<file path="config.mk">
export PLATFORM = sky130hd
export DESIGN_NAME = data_island_packet_assembler
export DESIGN_NICKNAME = d
export VERILOG_FILES = /design/src/rtl/data_island_packet_assembler.sv
export SDC_FILE = /design/constraint.sdc
export NUM_CORES = 1
export LEC_CHECK = 0
export CAP_MARGIN = 20
export CORE_ASPECT_RATIO = 1.75
export CORE_MARGIN = 5
export CORE_UTILIZATION = 53
export CTS_CLUSTER_SIZE = 28
export DETAILED_ROUTE_END_ITERATION = 16
export GPL_TIMING_DRIVEN = 0
export PLACE_DENSITY_LB_ADDON = 0.2
export SYNTH_ARGS = -nofsm -noshare
export SYNTH_HDL_FRONTEND = slang
export SYNTH_SLANG_ARGS = --single-unit
</file>
<file path="constraint.sdc">
create_clock -name clk_pixel -period 4.7 [get_ports clk_pixel]
set_input_delay 0.705 -clock clk_pixel [delete_from_list [all_inputs] [get_ports clk_pixel]]
set_output_delay 0.705 -clock clk_pixel [all_outputs]
set_load 0.01 [all_outputs]
</file>
<file path="src/rtl/data_island_packet_assembler.sv">
// HDMI data-island packet serializer: header + four subpackets plus BCH parity, 9 bits per pixel.
// Latency one pixel clock; no backpressure, the fixed 32-pixel cadence is set by packet_enable.
module data_island_packet_assembler (
    input  logic             clk_pixel,
    input  logic             reset,
    input  logic             data_island_start,
    input  logic             data_island_period,
    input  logic [23:0]      header,
    input  logic [3:0][55:0] sub,
    output logic             packet_enable,
    output logic [4:0]       packet_pixel_counter,
    output logic [8:0]       packet_data,
    output logic             packet_data_valid,
    output logic             packet_first
);

    // BCH generator x^8+x^7+x^6+1, data consumed LSB first
    function automatic logic [7:0] ecc_step(input logic [7:0] e, input logic b);
        return (e >> 1) ^ (((e[0] ^ b) == 1'b1) ? 8'h83 : 8'h00);
    endfunction

    logic [4:0]       counter_q, counter_d;
    logic [23:0]      hdr_shadow_q, hdr_shadow_d;
    logic [3:0][55:0] sub_shadow_q, sub_shadow_d;
    logic [7:0]       h_ecc_q, h_ecc_d;
    logic [3:0][7:0]  s_ecc_q, s_ecc_d;
    logic [8:0]       data_q, data_d;
    logic             valid_q;
    logic             first_q;

    logic             first_pixel;
    logic [23:0]      hdr_cur;
    logic [3:0][55:0] sub_cur;
    logic [7:0]       h_seed;
    logic [3:0][7:0]  s_seed;
    logic             hdr_bit;
    logic [3:0]       sub_lo;
    logic [3:0]       sub_hi;

    assign first_pixel = (counter_q == 5'd0);

    // Pixel 0 reads the live inputs; later pixels read the copy taken at pixel 0.
    assign hdr_cur = first_pixel ? header : hdr_shadow_q;
    assign sub_cur = first_pixel ? sub : sub_shadow_q;

    always_comb begin
        counter_d    = data_island_period ? counter_q + 5'd1 : 5'd0;
        hdr_shadow_d = hdr_shadow_q;
        sub_shadow_d = sub_shadow_q;
        h_ecc_d      = h_ecc_q;
        s_ecc_d      = s_ecc_q;
        hdr_bit      = 1'b0;
        sub_lo       = 4'd0;
        sub_hi       = 4'd0;
        data_d       = 9'd0;
        h_seed       = first_pixel ? 8'h00 : h_ecc_q;
        for (int k = 0; k < 4; k++) begin
            s_seed[k] = first_pixel ? 8'h00 : s_ecc_q[k];
        end

        if (data_island_period) begin
            if (first_pixel) begin
                hdr_shadow_d = header;
                sub_shadow_d = sub;
            end

            if (counter_q < 5'd24) begin
                hdr_bit = hdr_cur[counter_q];
                h_ecc_d = ecc_step(h_seed, hdr_bit);
            end else begin
                hdr_bit = h_ecc_q[counter_q[2:0]];
            end

            for (int k = 0; k < 4; k++) begin
                if (counter_q < 5'd28) begin
                    sub_lo[k]  = sub_cur[k][{counter_q, 1'b0}];
                    sub_hi[k]  = sub_cur[k][{counter_q, 1'b1}];
                    s_ecc_d[k] = ecc_step(ecc_step(s_seed[k], sub_lo[k]), sub_hi[k]);
                end else begin
                    sub_lo[k] = s_ecc_q[k][{counter_q[1:0], 1'b0}];
                    sub_hi[k] = s_ecc_q[k][{counter_q[1:0], 1'b1}];
                end
            end

            data_d = {sub_hi, sub_lo, hdr_bit};
        end
    end

    always_ff @(posedge clk_pixel) begin
        if (reset) begin
            counter_q    <= 5'd0;
            hdr_shadow_q <= '0;
            sub_shadow_q <= '0;
            h_ecc_q      <= 8'h00;
            s_ecc_q      <= '0;
            data_q       <= 9'd0;
            valid_q      <= 1'b0;
            first_q      <= 1'b0;
        end else begin
            counter_q    <= counter_d;
            hdr_shadow_q <= hdr_shadow_d;
            sub_shadow_q <= sub_shadow_d;
            h_ecc_q      <= h_ecc_d;
            s_ecc_q      <= s_ecc_d;
            data_q       <= data_d;
            valid_q      <= data_island_period;
            first_q      <= data_island_period & first_pixel;
        end
    end

    // Tells the picker to register its next packet choice; start is ignored inside an island.
    assign packet_enable = (data_island_start & ~data_island_period)
                         | (data_island_period & (counter_q == 5'd31));

    assign packet_pixel_counter = counter_q;
    assign packet_data          = data_q;
    assign packet_data_valid    = valid_q;
    assign packet_first         = first_q;

endmodule
</file>
==> flow_summary.yaml, run 1 <==
die:
  ios: 269
  die_w_um: 138
  start_util: 0.534
  die_y_um: 234
  fp.coreArea_um2: 28500
  die_area_um2: 32300
  row_count: 82
routing:
  num_vias: 16000
  drc: 0
  firstDrtPassIters: 9
  wl_um: 62300
  antenna_left: 0
  vias_per_cell: 6.23
  wl_per_cell_um: 24.2
  drt-initial-drc-count: 1780
yosys:
  syn_area_per_cell_um2: 8.16
  ys_warn_count: 0
  synth_cells: 1866
  yosysUniqueCellTypes: 83
  seq_area_frac_synth: 0.400
  synth_nets: 2121
  syn_area_um2: 15200
  ys_ff_latch: 304
  ys.flop_type: "dfxtp_1"
  async_reset_ff_frac: 0
  synth-edff-count: 0
critical_path:
  worst_ep_arrival_time_ns: 5.20
  cp_max_fo: 10
  r2r_start: "packet_pixel_counter[0]"
  cp-start-kind: "register"
  critPathLaunch: "packet_pixel_counter[0]"
  crit_required_ns: 5.22
  path_class: "register to register"
  end_kind: "register"
placed_design:
  dpl.hpwl_um: 46600
  place.port_buffers: 267
  pre_cts_slack_ns: -1.63
  place_congestion: 1.01
  placed_cell_area_um2: 18400
final_layout:
  design_area_um2: 19500
  multi_input_area_um2: 8370
  n_antenna_cell: 0
  area_growth_syn_to_layout_pct: 28.3
  final_util: 0.684
  fillers: 2427
  layout_commonest_cell: "nand2_1"
  drive_above_1_share: 0.104
  final_cell_mix: "nand2_1 (664), dfxtp_1 (304), a21oi_1 (295), clkdlybuf4s50_1 (267), clkbuf_1 (85)"
  seqCellArea_um2: 6090
  fin_nets: 2426
timing:
  finalClockSkew_ns: 0.0187
  fin_crit_sh: 0.995
  timing.final.ws_setup_ns: 0.0219
  fin_crit_ns: 4.68
  finalSetupViolCount: 0
  slew_violations: 0
  fmax_mhz: 214
  hold_violations: 0
  tns_ns: 0
  relSlewSlack: 0.315
  worst_pin_slew_ns: 1.02
clock_network:
  cts_tree: "done"
  htreeDepth: 1
  cts_root_buffer: "clkbuf_16"
  clock_latency_ns: 0.58
  path_clk_slew_ns: 0.07
  ctsHoldBuffers: 0
  cts_buffers: 29
  cts_buffer_depth: 3
  cts_sinks: 304
grt:
  grt-ovfl-total: 0
  antenna_found_initial: 0
  grt_pass1_vias: 15500
  grt_usage: 0.365
  grt_pass1_wl_um: 90900
  grt_max_degree: 20
outcome:
  status: "finished clean"
power:
  p_total_uw: 6650
  power.leakage_uw: 0.00729
  ir_worst_vdd_mv: 0.289
  pwr_density_cell_nw_per_um2: 341
job:
  maxCapViolCount: 0
worst_hold_path:
  min-delay-start: "sub_shadow_q[123]"
  hold_class: "register to register"
==> worst paths after layout <==
kind	end	slack, ns	cells past startpoint
setup / recovery	s_ecc_q[17]	0.02	18
hold / removal	sub_shadow_q[123]	0.45	2
setup reg to reg	s_ecc_q[17]	0.02	18
hold reg to reg	sub_shadow_q[123]	0.45	2
==> sequential cells by signal (all words and copies together), names as in the netlist <==
| signal | count |
|---|---|
| packet_data_valid | 1 |
| packet_first | 1 |
| packet_data | 9 |
| h_ecc_q | 8 |
| sub_shadow_q | 224 |
| hdr_shadow_q | 24 |
| s_ecc_q | 32 |
| packet_pixel_counter | 5 |
==> repair_timing <==
item	4_1_cts	5_1_grt
gates resized for setup	20	22
buffers inserted	6	2
endpoints found under the setup margin	298	230
pin swaps	2	1
endpoints found under the hold margin	0	0
==> per-layer routing <==
| metal | up-vias | track usage | routed length [um] |
|---|---|---|---|
| li1 | 7082 | - | - |
| met1 | 7447 | 0.384 | 19500 |
| met2 | 1136 | 0.632 | 29800 |
| met3 | 363 | 0.0737 | 6750 |
| met4 | 0 | 0.300 | 6250 |
| met5 | - | 0 | 0 |
==> report_power, final <==
group          leakage [uW]  switching [uW]  internal (uW)  total (uW)
sequential          0.00249            97.3           2740        2830
combinational       0.00430             733            585        1320
clock              0.000490            1080           1420        2500
==> cells by family after synthesis <==
family / Yosys count / share of synthesized area
flip-flops: 304 / 0.400
buffers and inverters: 165 / 0.0517
AO/OA/AOI/OAI: 424 / 0.165
multiplexers: 121 / 0.144
XOR/XNOR: 27 / 0.0176
AND/OR/NAND/NOR: 822 / 0.219
adder cells (fa/ha/maj): 3 / 0.00247
==> critical path, stage by stage (launching register included) <==
cell and delay [ns]:
dfxtp_1 0.38, clkbuf_1 0.22, inv_1 0.14, buf_4 0.26
buf_6 0.24, buf_6 0.21, ha_2 0.28, nor4b_4 0.26
buf_6 0.23, buf_8 0.22, buf_6 0.24, mux4_2 0.34
mux2i_2 0.26, nor3_1 0.14, a2111oi_1 0.40, a31o_2 0.27
nor4b_1 0.29, mux2i_1 0.12, nand3_1 0.09
==> metrics by stage <==
stage / cells / hold slack [ns]
final: 2571 / 0.452
after global routing: 2571 / 0.471
after CTS: 2569 / 0.454
after detailed placement: 2512 / 0.446
after global placement: 2511 / 0.439
after floorplan: 1866 / 0.431
==> synth_stat cells, types with 11 or more instances <==
library cell | instances | share of area
mux4_2 | 75 | 0.11
a21oi_1 | 295 | 0.097
xnor2_1 | 13 | 0.0075
a31oi_1 | 17 | 0.0070
dfxtp_1 | 304 | 0.40
mux2i_1 | 41 | 0.027
o21ai_0 | 17 | 0.0056
nor2_1 | 53 | 0.013
buf_2 | 41 | 0.013
clkbuf_1 | 86 | 0.021
nand2_1 | 664 | 0.16
nand3_1 | 45 | 0.015
xor2_1 | 11 | 0.0063
buf_1 | 11 | 0.0027
==> area by class of cell <==
type | count | share of cell area
Multi-Input combinational cell | 1397 | 0.429
Sequential cell | 304 | 0.312
Timing Repair Buffer | 276 | 0.141
Clock buffer | 41 | 0.0436
Buffer | 156 | 0.0416
Tap cell | 378 | 0.0242
Clock inverter | 12 | 0.00737
Inverter | 7 | 0.00135
No activity file was read; power rests on OpenSTA's default activity.
==> inputs of run 2 (changes only) <==
Settings changed: TNS_END_PERCENT set to 50.
Clock period 4.7 ns to 4.95 ns, I/O delays scaled along.
==> run 2 against run 1 <==
Against the previous run:
- wire length is essentially flat
- global-route usage increased by 0.12 points
- critical path type unchanged
- final cell count is 0.19% lower
- utilization shrank 0.40 points
- power down 5.5%
==> flow_summary.yaml, run 2 (same netlist as run 1, synthesis figures left out) <==
critical_path:
  cp_max_fo: 10
  end_kind: "register"
  r2r_cells: 17
  cp-start-kind: "register"
  crit_required_ns: 5.47
  reg2reg_to: "s_ecc_q[17]"
  path_class: "register to register"
  critPathLaunch: "packet_pixel_counter[0]"
  reg2reg_slack_ns: 0.1
  worst_ep_arrival_time_ns: 5.37
  r2r_start: "packet_pixel_counter[0]"
timing:
  fin_crit_sh: 0.980
  finalSetupViolCount: 0
  fin_crit_ns: 4.85
  worst_pin_slew_ns: 1.04
  hold_violations: 0
  finalClockSkew_ns: 0.0205
  timing.final.ws_setup_ns: 0.0985
  fmax_mhz: 206
  slew_violations: 0
  relSlewSlack: 0.303
  rsz0062_at_grt: "no"
routing:
  wl_per_cell_um: 24.3
  num_vias: 16000
  drc: 0
  vias_per_cell: 6.25
  antenna_left: 0
  wl_um: 62200
  firstDrtPassIters: 6
  drt-initial-drc-count: 1794
grt:
  grt_pass1_vias: 15500
  grt_max_degree: 15
  grt_usage: 0.367
  grt_pass1_wl_um: 91000
  antenna_found_initial: 0
  grt-ovfl-total: 0
power:
  ir_worst_vdd_mv: 0.274
  p_total_uw: 6280
  pwr_density_cell_nw_per_um2: 324
  power.leakage_uw: 0.00724
die:
  die_area_um2: 32300
  die_w_um: 138
  fp.coreArea_um2: 28500
  row_count: 82
  ios: 269
  start_util: 0.534
  die_y_um: 234
final_layout:
  design_area_um2: 19400
  seqCellArea_um2: 6090
  max_flop_register: "sub_shadow_q"
  n_antenna_cell: 0
  multi_input_area_um2: 8350
  fillers: 2436
  final_cell_mix: "nand2_1 (664), dfxtp_1 (304), a21oi_1 (295), clkdlybuf4s50_1 (267), clkbuf_1 (85)"
  drive_above_1_share: 0.100
  fin_nets: 2421
  area_growth_syn_to_layout_pct: 27.5
  layout_commonest_cell: "nand2_1"
  reg_top3: "sub_shadow_q x224, s_ecc_q x32, hdr_shadow_q x24"
  largest_register_ffs: 224
worst_hold_path:
  min_delay_path_depth: 2
  min-delay-start: "sub_shadow_q[123]"
  hold_class: "register to register"
  hold_end: "sub_shadow_q[123]"
clock_network:
  ctsHoldBuffers: 0
  cts_sinks: 304
  cts_tree: "done"
  cts_buffers: 29
  htreeDepth: 1
  cts_buffer_depth: 3
  path_clk_slew_ns: 0.07
  clock_latency_ns: 0.58
  cts_root_buffer: "clkbuf_16"
placed_design:
  pre_cts_slack_ns: -1.38
  dpl.hpwl_um: 46600
  place_congestion: 1.01
  place.port_buffers: 267
  placed_cell_area_um2: 18400
job:
  maxCapViolCount: 0
outcome:
  status: "finished clean"
run 2: cell types whose count changed in the layout (fill, tap and decap cells not counted), sizes merged:
cell,delta
buf,-6
inv,-1
clkbuf,+1
clkinvlp,+1
run 2: final cells by class:
type / count / share of cell area
clock inverter: 12 / 0.00741
buffer: 157 / 0.0398
inverter: 7 / 0.00155
tap: 378 / 0.0244
clock buffer: 41 / 0.0438
timing repair buffer: 270 / 0.139
sequential: 304 / 0.314
multi-input combinational: 1397 / 0.430
run 2: stage by stage:
| step | TNS [ns] | instances | hold WS (ns) | utilization |
|---|---|---|---|---|
| after floorplan | 0 | 1866 | 0.431 | - |
| after global placement | -315.86 | 2511 | 0.439 | 0.644 |
| after detailed placement | -337.75 | 2512 | 0.446 | 0.644 |
| after CTS | 0 | 2566 | 0.454 | 0.680 |
| after global routing | 0 | 2566 | 0.471 | 0.680 |
| final | 0 | 2566 | 0.451 | 0.680 |
run 2: timing repair:
item,4_1_cts,5_1_grt
gates resized for setup,14,5
buffers inserted,2,0
setup endpoints to repair,298,151
run 2: metal layers:
metal  up-vias  share of wire  GRT usage  wire length [um]
met5         -              0          0                 0
met4         0           0.10      0.304              6280
met3       355           0.11     0.0726              6610
met2      1135           0.48      0.632             29900
met1      7479           0.31      0.386             19500
li1       7068              -          -                 -
run 2: worst max path at each step:
stage | to | slack, ns | depth (start not counted)
2_1_floorplan | s_ecc_q[25] | 0.86 | 15
3_5_place_dp | sub_shadow_q[115] | -1.38 | 17
6_report | s_ecc_q[17] | 0.1 | 17
5_1_grt | s_ecc_q[17] | 0.05 | 17
3_3_place_gp | sub_shadow_q[113] | -1.30 | 17
4_1_cts | s_ecc_q[25] | 0.02 | 15
run 2: power by group:
part	total, uW	switching [uW]	internal, uW
Clock	2370	1020	1350
Sequential	2690	92.6	2600
Combinational	1230	690	537
run 2: worst max-delay path, stage by stage (launching register included):
cell	delay [ns]
dfxtp_1	0.38
clkbuf_1	0.24
clkinvlp_4	0.15
buf_4	0.27
buf_2	0.36
ha_2	0.34
nor4b_4	0.26
buf_6	0.22
buf_8	0.20
buf_4	0.30
mux4_2	0.35
mux2i_1	0.30
nor3_1	0.15
a2111oi_0	0.46
a31o_2	0.31
nor4b_1	0.26
mux2i_1	0.12
nand3_1	0.09
==> inputs of run 3 (changes only) <==
==> constraint.sdc (replaced) <==
create_clock -name clk_pixel -period 4.95 [get_ports clk_pixel]
set_input_delay 0.99 -clock clk_pixel [delete_from_list [all_inputs] [get_ports clk_pixel]]
set_output_delay 0.99 -clock clk_pixel [all_outputs]
set_load 0.01 [all_outputs]
==> results of run 3 <==
Final layout, timing and power as in run 2 (identical DEF).
